## src/rtl/batalha_naval_pkg.sv

```systemverilog
// Shared encodings and defaults for the Batalha Naval placement path.
package batalha_naval_pkg;

  typedef enum logic {
    ORI_H = 1'b0,
    ORI_V = 1'b1
  } ori_t;

  typedef enum logic {
    ST_MOVE   = 1'b0,
    ST_LOCKED = 1'b1
  } estado_t;

  localparam int GRID_DEF    = 10;
  localparam int COORD_W_DEF = 4;

  localparam int IDX_LEFT  = 0;
  localparam int IDX_RIGHT = 1;
  localparam int IDX_UP    = 2;
  localparam int IDX_DOWN  = 3;
  localparam int IDX_ROT   = 4;
  localparam int IDX_CONF  = 5;
  localparam int IDX_LOAD  = 6;
  localparam int N_ENT     = 7;

endpackage

```

## src/rtl/sincroniza_borda.sv

```systemverilog
// 2-FF synchroniser plus rising-edge pulse for one raw key/switch level.
module sincroniza_borda (
  input  logic clock,
  input  logic reset,
  input  logic i_raw,
  output logic o_pulso
);

  logic r_s1;
  logic r_s2;
  logic r_prev;
  logic r_vld;
  logic r_arm;

  // r_arm stays low until a genuine low level has been synchronised,
  // so a key still held across reset never produces a pulse.
  always_ff @(posedge clock or posedge reset) begin
    if (reset) begin
      r_s1   <= 1'b0;
      r_s2   <= 1'b0;
      r_prev <= 1'b0;
      r_vld  <= 1'b0;
      r_arm  <= 1'b0;
    end else begin
      r_s1   <= i_raw;
      r_s2   <= r_s1;
      r_prev <= r_s2;
      r_vld  <= 1'b1;
      if (r_vld && !r_s1)
        r_arm <= 1'b1;
    end
  end

  assign o_pulso = r_s2 & ~r_prev & r_arm;

endmodule

```

## src/rtl/posicionador_embarcacao.sv

```systemverilog
// Ship placement controller: moves, rotates, clamps and locks one ship,
// emitting the packed cell coordinates for the drawing modules.
module posicionador_embarcacao
  import batalha_naval_pkg::*;
#(
  parameter int TAM_EMB = 3,
  parameter int GRID    = GRID_DEF,
  parameter int COORD_W = COORD_W_DEF,
  parameter int START_X = 5,
  parameter int START_Y = 5
) (
  input  logic                           clock,
  input  logic                           reset,
  input  logic                           leftArrow,
  input  logic                           rightArrow,
  input  logic                           upArrow,
  input  logic                           downArrow,
  input  logic                           rotate,
  input  logic                           confirm,
  input  logic                           load,
  output logic [2*COORD_W*TAM_EMB-1:0]   posicoesEmbarcacao,
  output logic                           travado,
  output logic                           moveu
);

  generate
    if (TAM_EMB < 1 || TAM_EMB > GRID || GRID > (1 << COORD_W)) begin : g_bad_dim
      $fatal(1, "posicionador_embarcacao: bad TAM_EMB/GRID/COORD_W");
    end
    if (START_X < 0 || START_X > GRID - TAM_EMB ||
        START_Y < 0 || START_Y > GRID - 1) begin : g_bad_start
      $fatal(1, "posicionador_embarcacao: start does not fit");
    end
  endgenerate

  localparam logic [COORD_W-1:0] MAX_T = COORD_W'(GRID - TAM_EMB);
  localparam logic [COORD_W-1:0] MAX_G = COORD_W'(GRID - 1);
  localparam logic [COORD_W-1:0] SX    = COORD_W'(START_X);
  localparam logic [COORD_W-1:0] SY    = COORD_W'(START_Y);
  localparam logic [COORD_W-1:0] ONE   = COORD_W'(1);
  localparam logic [COORD_W-1:0] ZERO  = '0;

  logic [N_ENT-1:0] w_raw;
  logic [N_ENT-1:0] w_ev;

  assign w_raw = {load, confirm, rotate, downArrow,
                  upArrow, rightArrow, leftArrow};

  generate
    for (genvar g = 0; g < N_ENT; g++) begin : g_sinc
      sincroniza_borda u_sinc (
        .clock   (clock),
        .reset   (reset),
        .i_raw   (w_raw[g]),
        .o_pulso (w_ev[g])
      );
    end
  endgenerate

  logic [COORD_W-1:0] r_ax;
  logic [COORD_W-1:0] r_ay;
  ori_t               r_ori;
  estado_t            r_est;
  logic               r_travado;
  logic               r_moveu;

  logic [3:0]         w_dir;
  logic               w_um_dir;
  logic [COORD_W-1:0] w_max_x;
  logic [COORD_W-1:0] w_max_y;

  assign w_dir    = w_ev[IDX_DOWN:IDX_LEFT];
  assign w_um_dir = $onehot(w_dir);
  assign w_max_x  = (r_ori == ORI_H) ? MAX_T : MAX_G;
  assign w_max_y  = (r_ori == ORI_H) ? MAX_G : MAX_T;

  always_ff @(posedge clock or posedge reset) begin
    if (reset) begin
      r_ax      <= SX;
      r_ay      <= SY;
      r_ori     <= ORI_H;
      r_est     <= ST_MOVE;
      r_travado <= 1'b0;
      r_moveu   <= 1'b0;
    end else begin
      r_moveu <= 1'b0;
      if (w_ev[IDX_LOAD]) begin
        r_ax      <= SX;
        r_ay      <= SY;
        r_ori     <= ORI_H;
        r_est     <= ST_MOVE;
        r_travado <= 1'b0;
        r_moveu   <= (r_ax != SX) || (r_ay != SY) || (r_ori != ORI_H);
      end else if (r_est == ST_MOVE) begin
        if (w_ev[IDX_CONF]) begin
          r_est     <= ST_LOCKED;
          r_travado <= 1'b1;
        end else if (w_ev[IDX_ROT]) begin
          r_moveu <= 1'b1;
          // Rotation always succeeds; the axis that grows is clamped.
          if (r_ori == ORI_H) begin
            r_ori <= ORI_V;
            if (r_ay > MAX_T)
              r_ay <= MAX_T;
          end else begin
            r_ori <= ORI_H;
            if (r_ax > MAX_T)
              r_ax <= MAX_T;
          end
        end else if (w_um_dir) begin
          unique case (1'b1)
            w_dir[IDX_LEFT]: if (r_ax != ZERO) begin
              r_ax    <= r_ax - ONE;
              r_moveu <= 1'b1;
            end
            w_dir[IDX_RIGHT]: if (r_ax < w_max_x) begin
              r_ax    <= r_ax + ONE;
              r_moveu <= 1'b1;
            end
            w_dir[IDX_UP]: if (r_ay < w_max_y) begin
              r_ay    <= r_ay + ONE;
              r_moveu <= 1'b1;
            end
            w_dir[IDX_DOWN]: if (r_ay != ZERO) begin
              r_ay    <= r_ay - ONE;
              r_moveu <= 1'b1;
            end
            default: ;
          endcase
        end
      end
    end
  end

  assign travado = r_travado;
  assign moveu   = r_moveu;

  generate
    for (genvar i = 0; i < TAM_EMB; i++) begin : g_cel
      assign posicoesEmbarcacao[2*COORD_W*i +: COORD_W] =
        (r_ori == ORI_H) ? r_ax + COORD_W'(i) : r_ax;
      assign posicoesEmbarcacao[2*COORD_W*i+COORD_W +: COORD_W] =
        (r_ori == ORI_V) ? r_ay + COORD_W'(i) : r_ay;
    end
  endgenerate

endmodule

```

## config.mk

```make
export PLATFORM = sky130hd
export DESIGN_NAME = posicionador_embarcacao
export DESIGN_NICKNAME = d
export VERILOG_FILES = /design/src/rtl/batalha_naval_pkg.sv /design/src/rtl/sincroniza_borda.sv /design/src/rtl/posicionador_embarcacao.sv
export SDC_FILE = /design/constraint.sdc
export NUM_CORES = 1
export LEC_CHECK = 0
export CAP_MARGIN = 20
export CORE_ASPECT_RATIO = 0.75
export CORE_UTILIZATION = 50
export DETAILED_ROUTE_END_ITERATION = 7
export GPL_ROUTABILITY_DRIVEN = 1
export PLACE_DENSITY_LB_ADDON = 0.15
export SKIP_CTS_REPAIR_TIMING = 1
export SLEW_MARGIN = 20
export SYNTH_ARGS = -nofsm -noshare
export SYNTH_HDL_FRONTEND = slang
export SYNTH_HIERARCHICAL = 1
export SYNTH_SLANG_ARGS = --single-unit
```

## constraint.sdc

```tcl
create_clock -name clock -period 8.5 [get_ports clock]
set_clock_uncertainty 0.1 [all_clocks]
set_input_delay 0.85 -clock clock [delete_from_list [all_inputs] [get_ports clock]]
set_output_delay 0.85 -clock clock [all_outputs]
set_load 0.1 [all_outputs]
```

=== Word level (Yosys, flattened, before mapping) ===
Index checks and enable logic that the tools add are counted.

* Output and inout bits: 26
* Word-level logic and storage cells: 156
* Register bits after elaboration: 41

* Bitwise gates (word level): 21
* Add/subtract/negate cells: 9
* $lt $le $gt $ge: 4
* Equality and inequality tests: 13
* Reduce and logical (&&, ||, !) cells: 27
* Muxes and demuxes: 47

{| class="wikitable"
|+ Operators with widths
! operator !! count
|-
| 4-bit 2-to-1 mux || 24
|-
| 1-bit 2-to-1 mux || 20
|-
| 4-bit by 2-bit inequality test with 1-bit output (second input constant) || 4
|-
| 4-bit one-hot mux with 2 select lines || 2
|-
| 8-bit AND reduction || 2
|-
| 4-bit nonzero test || 4
|-
| 1-bit bitwise AND || 14
|-
| 3-bit by 2-bit inequality test with 1-bit output (second input constant) || 4
|-
| 4-bit by 1-bit adder with 4-bit output (second input constant) || 2
|-
| 4-bit by 2-bit adder with 4-bit output (second input constant) || 2
|-
| 4-bit by 3-bit greater-than comparator with 1-bit output (second input constant) || 2
|-
| 4-bit less-than comparator || 2
|-
| 4-bit by 3-bit inequality test with 1-bit output (second input constant) || 2
|-
| 4-bit by 1-bit subtractor with 4-bit output (second input constant) || 2
|-
| 1-bit logical AND || 7
|-
| 1-bit logical NOT || 7
|-
| 1-bit inverter || 7
|-
| 1-bit by 1-bit adder with 2-bit output || 2
|-
| 2-bit by 1-bit inequality test with 1-bit output (second input constant) || 2
|-
| 1-bit one-hot mux with 4 select lines || 1
|-
| 2-bit nonzero test || 2
|-
| 2-bit by 2-bit adder with 3-bit output || 1
|-
| 3-bit by 1-bit equality test with 1-bit output (second input constant) || 1
|-
| 3-bit AND reduction || 1
|-
| other kinds (3) || 4
|}

=== Depth between registers and ports, before layout ===
* Depth after elaboration: 11
* Mapped depth: 11
* Mapped depth without buffers: 10

=== Modules after synthesis ===
Netlist, hierarchy kept.

{| class="wikitable"
|+ By module, submodules not included
! module !! times used !! cells an instance !! area an instance (um^2)
|-
| posicionador_embarcacao || 1 || 173 || 1441.4
|-
| sincroniza_borda || 7 || 10 || 152.6
|}

=== Least setup slack after synthesis ===
No wires, ideal clock.

* Path type: flip-flop to output port
* Start point: register r_ay[1]
* End point: output posicoesEmbarcacao[13]
* Stages on the path, launching flop included: 3
* Slack: 4142 ps
* Arrival: 3408 ps
* Buffers on the path: 0
* Required time: 7550 ps
* Cell sequence: dfrtp_1 > inv_1 > o21ai_0

* Word-level cells in the longest chain between the ends: 2

{| class="wikitable"
|+ RTL lines
! what !! line !! text
|-
| start, declared || posicionador_embarcacao.sv:61 || <nowiki>logic [COORD_W-1:0] r_ay;</nowiki>
|-
| start signal, assigned || posicionador_embarcacao.sv:121 || <nowiki>r_ay <= r_ay + ONE;</nowiki>
|-
| start signal, assigned || posicionador_embarcacao.sv:125 || <nowiki>r_ay <= r_ay - ONE;</nowiki>
|-
| 4-bit by 1-bit adder with 4-bit output || posicionador_embarcacao.sv:143 || <nowiki>(r_ori == ORI_V) ? r_ay + COORD_W'(i) : r_ay;</nowiki>
|-
| 4-bit 2-to-1 mux * || posicionador_embarcacao.sv:143 ||
|-
| end, declared || posicionador_embarcacao.sv:21 || <nowiki>output logic [2*COORD_W*TAM_EMB-1:0] posicoesEmbarcacao,</nowiki>
|}

Every way passes the cells marked *; elsewhere a longest branch is shown, timed or not.

=== Final worst setup path ===
* Start point: register r_ori
* End point: output posicoesEmbarcacao[21]

* Word-level cells in the longest chain between the ends: 1

{| class="wikitable"
|+ RTL lines
! what !! line !! text
|-
| start, declared || posicionador_embarcacao.sv:62 || <nowiki>ori_t r_ori;</nowiki>
|-
| start signal, assigned || posicionador_embarcacao.sv:81 || <nowiki>r_ori <= ORI_H;</nowiki>
|-
| start signal, assigned || posicionador_embarcacao.sv:90 || <nowiki>r_ori <= ORI_H;</nowiki>
|-
| start signal, assigned || posicionador_embarcacao.sv:102 || <nowiki>r_ori <= ORI_V;</nowiki>
|-
| 4-bit 2-to-1 mux || posicionador_embarcacao.sv:143 ||
|}

No other way between the ends.

==> flow_summary.yaml <==
grt:
  gr-total-overflow: 0
  grt_max_degree: 20
  grt_pass1_wl_mm: 8.48
  antenna_found_initial: 0
  grt_use_total_pct: 20.6
  grt_pass1_vias: 1733
sta:
  final.setup.tns_ns: 0
  fin_crit_sh_pct: 45.0
  min_period_ns: 3.83
  hold_viol_final: 0
  slew_headroom_pct: 33.5
  rsz0062_at_grt: "false"
  max_freq_mhz: 261
  finalMaxSlewViolations: 0
  worst_pin_slew_ns: 0.995
  setup_viol: 0
critical_path:
  critical_path_class: "reg2out"
  arrival_ns: 2.88
  r2r_start: "g_sinc[3].u_sinc/r_prev$_DFF_PP0_"
  reg2reg_depth: 10
  endpoint_kind: "output pin"
  critical_path_required_ns: 7.55
  reg2reg_setup_slack_ns: 5.01
  cp-start-kind: "register"
  crit_fanout: 19
  r2r-end: "r_ax[3]$_DFFE_PP0P_"
hold_path:
  worstHoldPathCells: 0
  holdCritPathClass: "reg2reg"
  hp-start: "g_sinc[2].u_sinc/r_s2$_DFF_PP0_"
  hold-path-endpoint: "g_sinc[2].u_sinc/r_prev$_DFF_PP0_"
route:
  vias: 1837
  drcViolationCount: 1
  post_drt_wl_per_cell_um: 14.8
  vias_per_cell: 5.53
  drtAntennaViolNets: 0
  drt_iter0_drc: 66
  drt_first_pass_iters: 6
  routed_wl_mm: 4.92
logic_synthesis:
  synthCells: 243
  synth.most_common_cell: "dfrtp_1"
  seq_area_frac_synth_pct: 47.1
  synth_area_leader_cell: "dfrtp_1"
  yosys_register_bits: 47
  syn-num-nets: 274
  syn_area_per_cell_um2: 10.3
  synth.distinct_cells: 47
  synth_commonest_cells: "43 x dfrtp_1, 31 x inv_1, 21 x ha_1"
  synth.top_cell.area_share_pct: 42.9
  synth-edff-count: 0
  synth_ff_type: "dfrtp_1"
  yosys_warnings: 6
  ys_top_cells_by_area: "dfrtp_1 43%, ha_1 10%, inv_1 4.6%"
  syn_area_mm2: 0.00251
  synth-async-reset-ratio_pct: 100
clocking:
  cts_root_buffer: "clkbuf_8"
  cts.sinks: 47
  cts_buffers: 5
  htree_levels: 2
  path_clk_slew_ns: 0.08
  tritoncts: "done"
  worstSkewPairLatency_ns: 0.29
  clk_path_buf_depth: 2
cells_and_area:
  fin_nets: 306
  fin_util_pct: 64.0
  drive_above_1_share_pct: 6.55
  num_antenna_cells: 0
  area.growth.synth_to_final_pct: 18.6
floorplanning:
  fp.dieArea_mm2: 0.00531
  initial_utilization_pct: 54.0
  die_w_um: 83.8
  rows: 21
  core_area_mm2: 0.00465
  ios: 35
  die_h_um: 63.4
run_status:
  outcome: "finished, violations left"
  violations: "design-rule violations"
place:
  gp_congestion: 0.895
  numPortBuffers: 34
  dpl.hpwl_mm: 3.83
flow_run:
  drv_cap: 0
state kept, by name, summed over array words and instances, names as in the netlist:
name / flops
g_sinc.u_sinc/r_arm: 7
g_sinc.u_sinc/r_prev: 7
g_sinc.u_sinc/r_s1: 7
g_sinc.u_sinc/r_s2: 7
g_sinc.u_sinc/r_vld: 7
moveu: 1
r_ax: 4
r_ay: 4
r_est: 1
r_ori: 1
travado: 1
worst max path at each step:
stage	from	to	slack [ns]	cells past startpoint
after global routing	r_ori$_DFFE_PP0P_	posicoesEmbarcacao[21]	4.54	4
after CTS	r_ori$_DFFE_PP0P_	posicoesEmbarcacao[21]	4.68	4
after global placement	r_ori$_DFFE_PP0P_	posicoesEmbarcacao[21]	5.06	4
final	r_ori$_DFFE_PP0P_	posicoesEmbarcacao[21]	4.67	4
after detailed placement	r_ori$_DFFE_PP0P_	posicoesEmbarcacao[21]	5.01	4
after floorplan	r_ay[1]$_DFFE_PP0P_	posicoesEmbarcacao[13]	4.14	2
placed cells by master (no fill, tap or decap), types with 8 or more instances in the layout:
| master | netlist | layout |
|---|---|---|
| dfrtp_1 | 43 | 43 |
| clkdlybuf4s50_1 | 0 | 34 |
| inv_1 | 31 | 31 |
| ha_1 | 21 | 21 |
| xnor2_1 | 9 | 9 |
| a21o_1 | 9 | 9 |
| nand2_1 | 20 | 20 |
| nor2_1 | 8 | 8 |
critical path, stage by stage, from the launching register on:
cell	delay, ns
dfrtp_1	0.76
inv_1	0.30
ha_1	0.36
inv_1	0.05
clkdlybuf4s50_1	1.12
logic make-up after synthesis:
family	share of synthesized area (%)
compound gates	15.0
other cells	1.05
xor+xnor	3.84
mux	1.74
buf+inv	6.68
flops	47.1
fa+ha+maj	11.3
simple gates	13.4
cell type report:
cell class | count | area (um2)
inverters | 31 | 116
clock inverters | 2 | 37.5
well taps | 57 | 71.3
multi-input cells | 156 | 1160
fillers | 404 | 1670
clock buffers | 5 | 68.8
flip-flops and latches | 47 | 1180
repair buffers | 34 | 340
metrics by stage:
stage	instances	hold slack (ns)	setup WS, ns	cell area, um2
floorplan	243	0.247	4.14	2510
global placement	325	0.253	5.06	2870
CTS	332	0.277	4.68	2980
global route	332	0.286	4.54	2980
finish	332	0.275	4.67	2980
detailed placement	325	0.255	5.01	2870
metal layers:
metal / global-route usage [%] / up-vias / wire length, um
li1: - / 885 / -
met5: 0 / - / 0
met4: 6.25 / 0 / 63
met3: 4.06 / 11 / 315
met2: 31.5 / 58 / 2180
met1: 29.7 / 883 / 2360
Power is left out: the tool's default activity adds up to more than one toggle a clock period on the data nets, which glitch-free logic cannot reach.
